`src/rtl/seg7_scan_decoder_pkg.sv`:
```
// Shared constants and types for the 7-segment scan decoder: glyph table,
// blank/decimal-point encodings and the sampler's per-edge action type.
package seg7_pkg;

  localparam int NUM_DIGITS = 6;
  localparam int SEG_DP_BIT = 7;
  localparam logic [7:0] SEG_BLANK = 8'hFF;

  // Active-low segment patterns (g..a) produced by the display encoder
  localparam logic [6:0] GLYPH_0 = 7'h40;
  localparam logic [6:0] GLYPH_1 = 7'h79;
  localparam logic [6:0] GLYPH_2 = 7'h24;
  localparam logic [6:0] GLYPH_3 = 7'h30;
  localparam logic [6:0] GLYPH_4 = 7'h19;
  localparam logic [6:0] GLYPH_5 = 7'h12;
  localparam logic [6:0] GLYPH_6 = 7'h02;
  localparam logic [6:0] GLYPH_7 = 7'h78;
  localparam logic [6:0] GLYPH_8 = 7'h00;
  localparam logic [6:0] GLYPH_9 = 7'h18;
  localparam logic [6:0] GLYPH_A = 7'h08;
  localparam logic [6:0] GLYPH_B = 7'h03;
  localparam logic [6:0] GLYPH_C = 7'h46;
  localparam logic [6:0] GLYPH_D = 7'h21;
  localparam logic [6:0] GLYPH_E = 7'h06;
  localparam logic [6:0] GLYPH_F = 7'h0E;

  localparam logic [6:0] GLYPH_TABLE [16] = '{
    GLYPH_0, GLYPH_1, GLYPH_2, GLYPH_3, GLYPH_4, GLYPH_5, GLYPH_6, GLYPH_7,
    GLYPH_8, GLYPH_9, GLYPH_A, GLYPH_B, GLYPH_C, GLYPH_D, GLYPH_E, GLYPH_F
  };

  typedef enum logic [1:0] {
    SAMPLE_BAD,
    SAMPLE_NEW,
    SAMPLE_COUNT,
    SAMPLE_HOLD
  } sampleAction_e;

endpackage

```
`src/rtl/seg7_scan_decoder_if.sv`:
```
// Scan-bus and readback signals between the display pins and the decoder.
interface seg7_scan_decoder_if;
  import seg7_pkg::*;

  logic [7:0]              iSEG;
  logic [NUM_DIGITS-1:0]   iSEL;
  logic [4*NUM_DIGITS-1:0] oDIG;
  logic [NUM_DIGITS-1:0]   oDP;
  logic [NUM_DIGITS-1:0]   oERR;
  logic                    oVALID;

  modport master (output iSEG, iSEL, input oDIG, oDP, oERR, oVALID);
  modport slave  (input iSEG, iSEL, output oDIG, oDP, oERR, oVALID);

endinterface

```
`src/rtl/seg7_scan_decoder_dec.sv`:
```
// Combinational inverse of the hex-to-segment encoder; anything outside the
// sixteen glyphs is flagged illegal and reported as nibble 0.
module seg7_dec
  import seg7_pkg::*;
(
  input  logic [6:0] pattern,
  output logic [3:0] nibble,
  output logic       illegal
);

  always_comb begin
    nibble  = '0;
    illegal = 1'b1;
    for (int i = 0; i < 16; i++) begin
      if (pattern == GLYPH_TABLE[i]) begin
        nibble  = 4'(i);
        illegal = 1'b0;
      end
    end
  end

endmodule

```
`src/rtl/seg7_scan_decoder.sv`:
```
// Recovers hex digits from a multiplexed active-low 7-segment bus, accepting a
// digit once select and segments have been stable for STABLE_CNT samples.
module seg7_scan_decoder
  import seg7_pkg::*;
#(
  parameter int STABLE_CNT = 4
) (
  input logic              iCLK,
  input logic              iRST_N,
  seg7_scan_decoder_if.slave bus
);

  localparam int CNT_W = $clog2(STABLE_CNT + 1);
  localparam logic [CNT_W-1:0] CNT_TOP  = CNT_W'(STABLE_CNT);
  localparam logic [CNT_W-1:0] CNT_LAST = CNT_W'(STABLE_CNT - 1);
  localparam logic [CNT_W-1:0] CNT_ONE  = CNT_W'(1);
  localparam logic [NUM_DIGITS-1:0] ALL_SEEN = '1;

  logic [NUM_DIGITS-1:0]   heldSel;
  logic [7:0]              heldSeg;
  logic [CNT_W-1:0]        cnt;
  logic [NUM_DIGITS-1:0]   seen;
  logic [4*NUM_DIGITS-1:0] digReg;
  logic [NUM_DIGITS-1:0]   dpReg;
  logic [NUM_DIGITS-1:0]   errReg;
  logic                    validReg;

  sampleAction_e         action;
  logic                  accept;
  logic                  frameDone;
  logic [NUM_DIGITS-1:0] seenMerged;
  logic [3:0]            decNibble;
  logic                  decIllegal;

  seg7_dec uDec (
    .pattern (bus.iSEG[6:0]),
    .nibble  (decNibble),
    .illegal (decIllegal)
  );

  // The accept fires on the edge that brings the counter up to STABLE_CNT,
  // so the registered outputs land on that same edge.
  always_comb begin
    action = SAMPLE_BAD;
    if (!$onehot(bus.iSEL)) begin
      action = SAMPLE_BAD;
    end else if ({bus.iSEL, bus.iSEG} != {heldSel, heldSeg}) begin
      action = SAMPLE_NEW;
    end else if (cnt < CNT_TOP) begin
      action = SAMPLE_COUNT;
    end else begin
      action = SAMPLE_HOLD;
    end
    accept     = (action == SAMPLE_COUNT) && (cnt == CNT_LAST);
    seenMerged = seen | bus.iSEL;
    frameDone  = accept && (seenMerged == ALL_SEEN);
  end

  always_ff @(posedge iCLK) begin
    if (!iRST_N) begin
      heldSel  <= '0;
      heldSeg  <= SEG_BLANK;
      cnt      <= '0;
      seen     <= '0;
      digReg   <= '0;
      dpReg    <= '0;
      errReg   <= '0;
      validReg <= 1'b0;
    end else begin
      validReg <= frameDone;
      case (action)
        SAMPLE_BAD: begin
          heldSel <= bus.iSEL;
          heldSeg <= bus.iSEG;
          cnt     <= '0;
        end
        SAMPLE_NEW: begin
          heldSel <= bus.iSEL;
          heldSeg <= bus.iSEG;
          cnt     <= CNT_ONE;
        end
        SAMPLE_COUNT: cnt <= cnt + CNT_ONE;
        default: ;
      endcase
      if (accept) begin
        seen <= frameDone ? '0 : seenMerged;
        // An illegal pattern keeps the previous nibble and only raises the error flag
        for (int i = 0; i < NUM_DIGITS; i++) begin
          if (bus.iSEL[i]) begin
            if (!decIllegal) begin
              digReg[4*i +: 4] <= decNibble;
            end
            errReg[i] <= decIllegal;
            dpReg[i]  <= ~bus.iSEG[SEG_DP_BIT];
          end
        end
      end
    end
  end

  assign bus.oDIG   = digReg;
  assign bus.oDP    = dpReg;
  assign bus.oERR   = errReg;
  assign bus.oVALID = validReg;

endmodule
```
`src/flat_wrapper.sv`:
```
// flat-port wrapper written by rule: the top's interface ports become plain ports
module seg7_scan_decoder_flat import seg7_pkg::*;
#(
  parameter int STABLE_CNT = 4
)
  (iCLK, iRST_N, bus_iSEG, bus_iSEL, bus_oDIG, bus_oDP, bus_oERR, bus_oVALID);
  seg7_scan_decoder_if bus_i ();
  input logic iCLK;
  input logic iRST_N;
  input wire logic [$bits(bus_i.iSEG)-1:0] bus_iSEG;
  input wire logic [$bits(bus_i.iSEL)-1:0] bus_iSEL;
  output wire logic [$bits(bus_i.oDIG)-1:0] bus_oDIG;
  output wire logic [$bits(bus_i.oDP)-1:0] bus_oDP;
  output wire logic [$bits(bus_i.oERR)-1:0] bus_oERR;
  output wire logic [$bits(bus_i.oVALID)-1:0] bus_oVALID;
  assign bus_i.iSEG = bus_iSEG;
  assign bus_i.iSEL = bus_iSEL;
  assign bus_oDIG = bus_i.oDIG;
  assign bus_oDP = bus_i.oDP;
  assign bus_oERR = bus_i.oERR;
  assign bus_oVALID = bus_i.oVALID;
  seg7_scan_decoder #(.STABLE_CNT(STABLE_CNT)) u_core (.iCLK(iCLK), .iRST_N(iRST_N), .bus(bus_i));
endmodule
```
`config.mk`:
```
export PLATFORM = sky130hd
export DESIGN_NAME = seg7_scan_decoder_flat
export DESIGN_NICKNAME = d
export VERILOG_FILES = /design/src/rtl/seg7_scan_decoder_pkg.sv /design/src/rtl/seg7_scan_decoder_if.sv /design/src/rtl/seg7_scan_decoder_dec.sv /design/src/rtl/seg7_scan_decoder.sv /design/src/flat_wrapper.sv
export SDC_FILE = /design/constraint.sdc
export NUM_CORES = 1
export LEC_CHECK = 0
export ABC_AREA = 1
export BUFFER_PORTS_ARGS = -buffer_cell sky130_fd_sc_hd__buf_2
export CAP_MARGIN = 0
export CORE_ASPECT_RATIO = 1.25
export CORE_MARGIN = 2
export CORE_UTILIZATION = 52
export CTS_BUF_LIST = sky130_fd_sc_hd__clkbuf_2
export DETAILED_ROUTE_END_ITERATION = 8
export GPL_TIMING_DRIVEN = 0
export PLACE_DENSITY = 0.78
export SETUP_SLACK_MARGIN = 0.05
export SLEW_MARGIN = 20
export SYNTH_ARGS = -nofsm -noshare
export SYNTH_HDL_FRONTEND = slang
export SYNTH_SLANG_ARGS = --single-unit
```
`constraint.sdc`:
```
create_clock -name iCLK -period 2.5 [get_ports iCLK]
set_input_delay 0.125 -clock iCLK [delete_from_list [all_inputs] [get_ports iCLK]]
set_output_delay 0.125 -clock iCLK [all_outputs]
set_load 0.01 [all_outputs]
```
**After elaboration in Yosys (flattened, before gate mapping)**

Index checks and enable logic that the tools add are counted.

- Output and inout bits: 37
- Word-level logic and storage cells: 108
- Input port bits: 16
- Register bits: 60

- Magnitude comparators: 1
- $add $sub $neg: 6
- Reductions and logical operators: 18
- Bitwise operators: 3
- Equal/unequal tests: 21
- Multiplexer cells: 36

Operators with widths:

| kind | number |
|---|---|
| $mux W4 | 14 |
| $eq A7 B7 Y1 const B | 4 |
| $eq A7 B5 Y1 const B | 3 |
| $eq A7 B6 Y1 const B | 3 |
| $mux W1 | 18 |
| $reduce_and A3 Y1 | 6 |
| $eq A7 B2 Y1 const B | 2 |
| $eq A7 B4 Y1 const B | 2 |
| $ne A14 B14 Y1 | 1 |
| $reduce_and A2 Y1 | 6 |
| $pmux W3 S3 | 1 |
| $eq A7 B3 Y1 const B | 1 |
| $logic_not A7 Y1 | 1 |
| $add A1 B1 Y2 | 3 |
| $add A3 B3 Y3 | 2 |
| $eq A6 B6 Y1 const B | 1 |
| $mux W6 | 1 |
| $or A6 B6 Y6 | 1 |
| $mux W2 | 2 |
| $add A3 B1 Y3 const B | 1 |
| $eq A3 B1 Y1 const B | 1 |
| $eq A3 B2 Y1 const B | 1 |
| $lt A3 B3 Y1 const B | 1 |
| $reduce_bool A3 Y1 | 1 |
| other kinds (6) | 8 |

**Depth between registers and ports, before layout**

- Depth after elaboration: 19
- Gate-level depth with buffers: 19
- Gate-level depth less buffers: 19

**By module**

A second synthesis with hierarchy kept.

- Cell total of the unflattened synthesis: 397
- Area total of the unflattened synthesis: 2,871.5 um^2

By module, submodules not included:

| module | cells an instance | times used | area each (um^2) | seq. area each (um^2) |
|---|---|---|---|---|
| seg7_scan_decoder | 336 | 1 | 2,543.7 | 1,201.2 |
| seg7_dec | 61 | 1 | 327.8 | 0.0 |

**Least setup slack after synthesis**

Ideal clock, no wire load.

- Kind: input to register
- From: input bus_iSEL[0]
- To: register u_core.digReg[6], in the netlist u_core.bus.oDIG[6]
- Stages on the path: 15
- Slack: -0.108 ns
- Arrival time: 2.550 ns
- Path buffers: 0
- Required time: 2.441 ns
- Library setup time: 0.059 ns
- Cells stage by stage: ha_1 -> inv_1 -> fa_1 -> inv_1 -> ha_1 -> nor4_1 -> nand3_1 -> inv_1 -> ha_1 -> nand2_1 -> nor2_1 -> nand2_4 -> nor2_2 -> nand2_1 -> nand2_1

- Word-level cells in the longest chain between the ends: 8
- Elaborated cells between the ends (all ways): 10
- Classes of those cells: add/sub (3); eq/ne (3); mux (2); reduce/logical (2)

Ends and longest elaborated chain:

| item | line | text |
|---|---|---|
| start, declared | flat_wrapper.sv:11 | `input wire logic [$bits(bus_i.iSEL)-1:0] bus_iSEL;` |
| $add A1 B1 Y2 (implied by the code) | seg7_scan_decoder.sv:45 | `if (!$onehot(bus.iSEL)) begin` |
| $add A3 B3 Y3 (implied by the code) (2 in series) | seg7_scan_decoder.sv:45 |  |
| $eq A3 B1 Y1 | seg7_scan_decoder.sv:45 |  |
| $mux W2 (*) | seg7_scan_decoder.sv:45 |  |
| $eq A2 B2 Y1 (*) | seg7_scan_decoder.sv:54 | `accept = (action == SAMPLE_COUNT) && (cnt == CNT_LAST);` |
| $logic_and A1 B1 Y1 (*) | seg7_scan_decoder.sv:54 |  |
| $reduce_and A3 Y1 (no line) (*) | -- |  |
| end signal, assigned by index | seg7_scan_decoder.sv:91 | `digReg[4*i +: 4] <= decNibble;` |
| end, declared | seg7_scan_decoder.sv:23 | `logic [4*NUM_DIGITS-1:0] digReg;` |

Mark *: on every way between the ends. The rest lies on a longest branch, timed or not.
A chain may end at the register's enable or synchronous reset.

**Worst setup path in the final report**

- From: register u_core.heldSeg[3]
- To: register u_core.digReg[16], in the netlist u_core.bus.oDIG[16]

- Word-level cells in the longest chain between the ends: 6

Ends and longest elaborated chain:

| item | line | text |
|---|---|---|
| start, declared | seg7_scan_decoder.sv:20 | `logic [7:0] heldSeg;` |
| start signal, assigned | seg7_scan_decoder.sv:74 | `heldSeg <= bus.iSEG;` |
| start signal, assigned | seg7_scan_decoder.sv:79 | `heldSeg <= bus.iSEG;` |
| $ne A14 B14 Y1 | seg7_scan_decoder.sv:47 | `end else if ({bus.iSEL, bus.iSEG} != {heldSel, heldSeg}) begin` |
| $mux W2 | seg7_scan_decoder.sv:47 |  |
| $mux W2 | seg7_scan_decoder.sv:45 |  |
| $eq A2 B2 Y1 | seg7_scan_decoder.sv:54 |  |
| $logic_and A1 B1 Y1 | seg7_scan_decoder.sv:54 |  |
| $reduce_and A3 Y1 (no line) | -- |  |

Every way passes these cells.

==> results_dict.tcl <==
set metrics [dict create \
    dpl.hpwl_mm 4.91 \
    cts_tree "built" \
    final_cell_mix "100 x nand2_1, 60 x dfxtp_1, 52 x inv_1" \
    num_vias 2683 \
    crit_slowest_cell "dfxtp_1" \
    critPathLaunchType "flip-flop" \
    setup_viol 0 \
    fp-row-count 30 \
    cts_buffer_depth 2 \
    cp.buffers_inverters 2 \
    end_kind "flip-flop" \
    grt_antenna_before_repair 0 \
    reg2reg_depth 15 \
    drt_iter0_drc 134 \
    p_total_uw 1670 \
    skew_ns 0.0196 \
    cts_root_buffer "clkbuf_2" \
    synth_nets 415 \
    outcome "finished clean" \
    fin_tns_setup_ns 0 \
    drc 0 \
    finalNetCount 498 \
    required_ns 2.94 \
    power_density_nw_per_um2 468 \
    path_cells "or2_2 -> a21oi_1 -> nand2_1 -> nor3_2 -> nand2_1 -> o21ai_2 -> ha_4 -> nand2_8 -> inv_4 -> nand2_4 -> inv_4 -> nand2_4 -> nor2_4 -> nand2_1 -> nand2_1" \
    rsz0062_at_grt "false" \
    wl_per_cell_um 12.8 \
    area_growth_pct 26.2 \
    path_depth 15 \
    dieArea_um2 6060 \
    start_util 0.531 \
    maxSlewViolCount 0 \
    clkSinkCount 60 \
    slowest_delay_ns 0.34 \
    grt_pass1_vias 2590 \
    p_leak_uw 0.00179 \
    grt_util_all_layers 0.231 \
    htree_levels 3 \
    syn_avg_cell_area_um2 7.30 \
    io_buffers 51 \
    peakVddDrop_mv 0.282 \
    yosysSeqAreaShare 0.424 \
    fin_crit_ns 2.31 \
    core-area_um2 5330 \
    post-place-ws_ns -0.469 \
    fin_ws_ns 0.193 \
    hold_path_class "in2reg" \
    path_clk_slew_ns 0.17 \
    cts-buffers-inserted 9 \
    viasPerCell 4.98 \
    dpl.cell_count 503 \
    clock_latency_ns 0.49 \
    worst-endpoint-arrival_ns 2.74 \
    yosysTopAreaCellShare 0.424 \
    chipHeight_um 86.5 \
    yosysWarnings 0 \
    antennaDiodeCount 0 \
    gr-total-overflow 0 \
    path_class "reg2reg" \
    hold_viol 0 \
    ant_nets 0 \
    drtPass1Iterations 5 \
    period_share 0.923 \
    whs_path_depth 3 \
    wirelength_mm 6.91 \
    crit_path_frequent_cell "nand2_1" \
    grt_max_degree 11 \
    max_cap_violations 0 \
    yosysTopAreaCell "dfxtp_1" \
    synth.area.top_cells "dfxtp_1 42%, nand2_1 14%, inv_1 7.3%" \
    dieWidth_um 70 \
    relSlewSlack 0.638 \
    final_common_cell "nand2_1" \
    final_cells 539 \
    cp_top_family "simple AND/OR/NAND/NOR gates" \
    tightest_slew_ns 0.543 \
    fmax_mhz 433 \
    grt_pass1_wl_mm 11.0 \
    nFillCells 466 \
    ys_ff_latch 60 \
    cp_max_fo 6 \
    gp_congestion 0.835 \
    io_pins 53 \
    drive_gt1_frac 0.265 \
    synth_cell_types 26 \
    synth_area_um2 2830 \
    postLayoutCoreUtil 0.670 \
    synth_cells 388 \
]
## sequential cells by signal, indices dropped and copies added (netlist names)
signal	count
u_core.bus.oDIG	24
u_core.bus.oDP	6
u_core.bus.oERR	6
u_core.bus.oVALID	1
u_core.cnt	3
u_core.heldSeg	8
u_core.heldSel	6
u_core.seen	6
## synth_stat cells, drive strengths merged
master / count
a21oi: 32
clkbuf: 6
clkinv: 1
dfxtp: 60
fa: 2
ha: 9
inv: 57
nand2: 110
nand3: 25
nand3b: 1
nand4: 6
nor2: 52
nor3: 1
nor4: 1
o2111ai: 1
o21ai: 9
o22ai: 1
or2: 7
xnor2: 5
xor2: 2
## per-stage QoR
step / hold WS, ns / instance area (um^2)
CTS: 0.0401 / 3440
floorplan: 0.213 / 2880
detailed placement: 0.385 / 3210
global route: 0.0356 / 3570
finish: 0.0421 / 3570
global placement: 0.372 / 3210
## final cells by class
type	instances	area (um^2)	share of cell area
clock inverter	6	32.5	0.00911
multi-input combinational	264	1520	0.424
inverter	58	223	0.0623
tap	64	80.1	0.0224
clock buffer	9	45.0	0.0126
buffer	6	22.5	0.00630
timing repair buffer	72	453	0.127
sequential	60	1200	0.336
## power breakdown
group	switching (uW)	total [uW]	internal, uW	leakage [uW]
sequential	5.95	976	970	0.000487
clock	353	467	115	0.0000486
combinational	138	228	89.9	0.00126
## worst register-to-register path: stages (launching register included)
cell     delay [ns]
dfxtp_1        0.34
or2_2          0.29
a21oi_1        0.18
nand2_1        0.10
nor3_2         0.19
nand2_1        0.10
o21ai_2        0.19
ha_4           0.20
nand2_8        0.10
inv_4          0.09
nand2_4        0.07
inv_4          0.08
nand2_4        0.08
nor2_4         0.13
nand2_1        0.07
nand2_1        0.06
## final timing paths
path	startpoint	to	slack (ns)
worst max-delay path	u_core.heldSeg[3]	u_core.bus.oDIG[16]	0.19
worst min-delay path	iRST_N	u_core.bus.oDP[3]	0.04
worst max register to register	u_core.heldSeg[3]	u_core.bus.oDIG[16]	0.19
worst min register to register	u_core.bus.oERR[3]	u_core.bus.oERR[3]	0.46
## cell families (layout without fill, tap and decap cells)
kind of cell               Yosys count  count (layout)  synth area share
buffers and inverters               64             151            0.0848
xor gates and xnor gates             7               7            0.0217
and+or+nand+nor                    203             203             0.327
AOI/OAI and AO/OA                   43              43            0.0884
adders and majority gates           11              11            0.0539
DFF                                 60              60             0.424
## routing by layer
layer | vias to the layer above | track usage | share of wire
met1 | 1228 | 0.255 | 0.41
met2 | 64 | 0.428 | 0.52
met5 | - | 0 | 0
met3 | 19 | 0.0372 | 0.037
li1 | 1372 | - | -
met4 | 0 | 0.117 | 0.029
## timing repair
item	in CTS	in global routing
setup buffers	0	6
hold buffers	14	1
hold endpoints to repair	20	2
gates resized for setup	2	16
pin swaps	0	6
endpoints found under the setup margin	13	41
(Power assumes the default switching activity.)
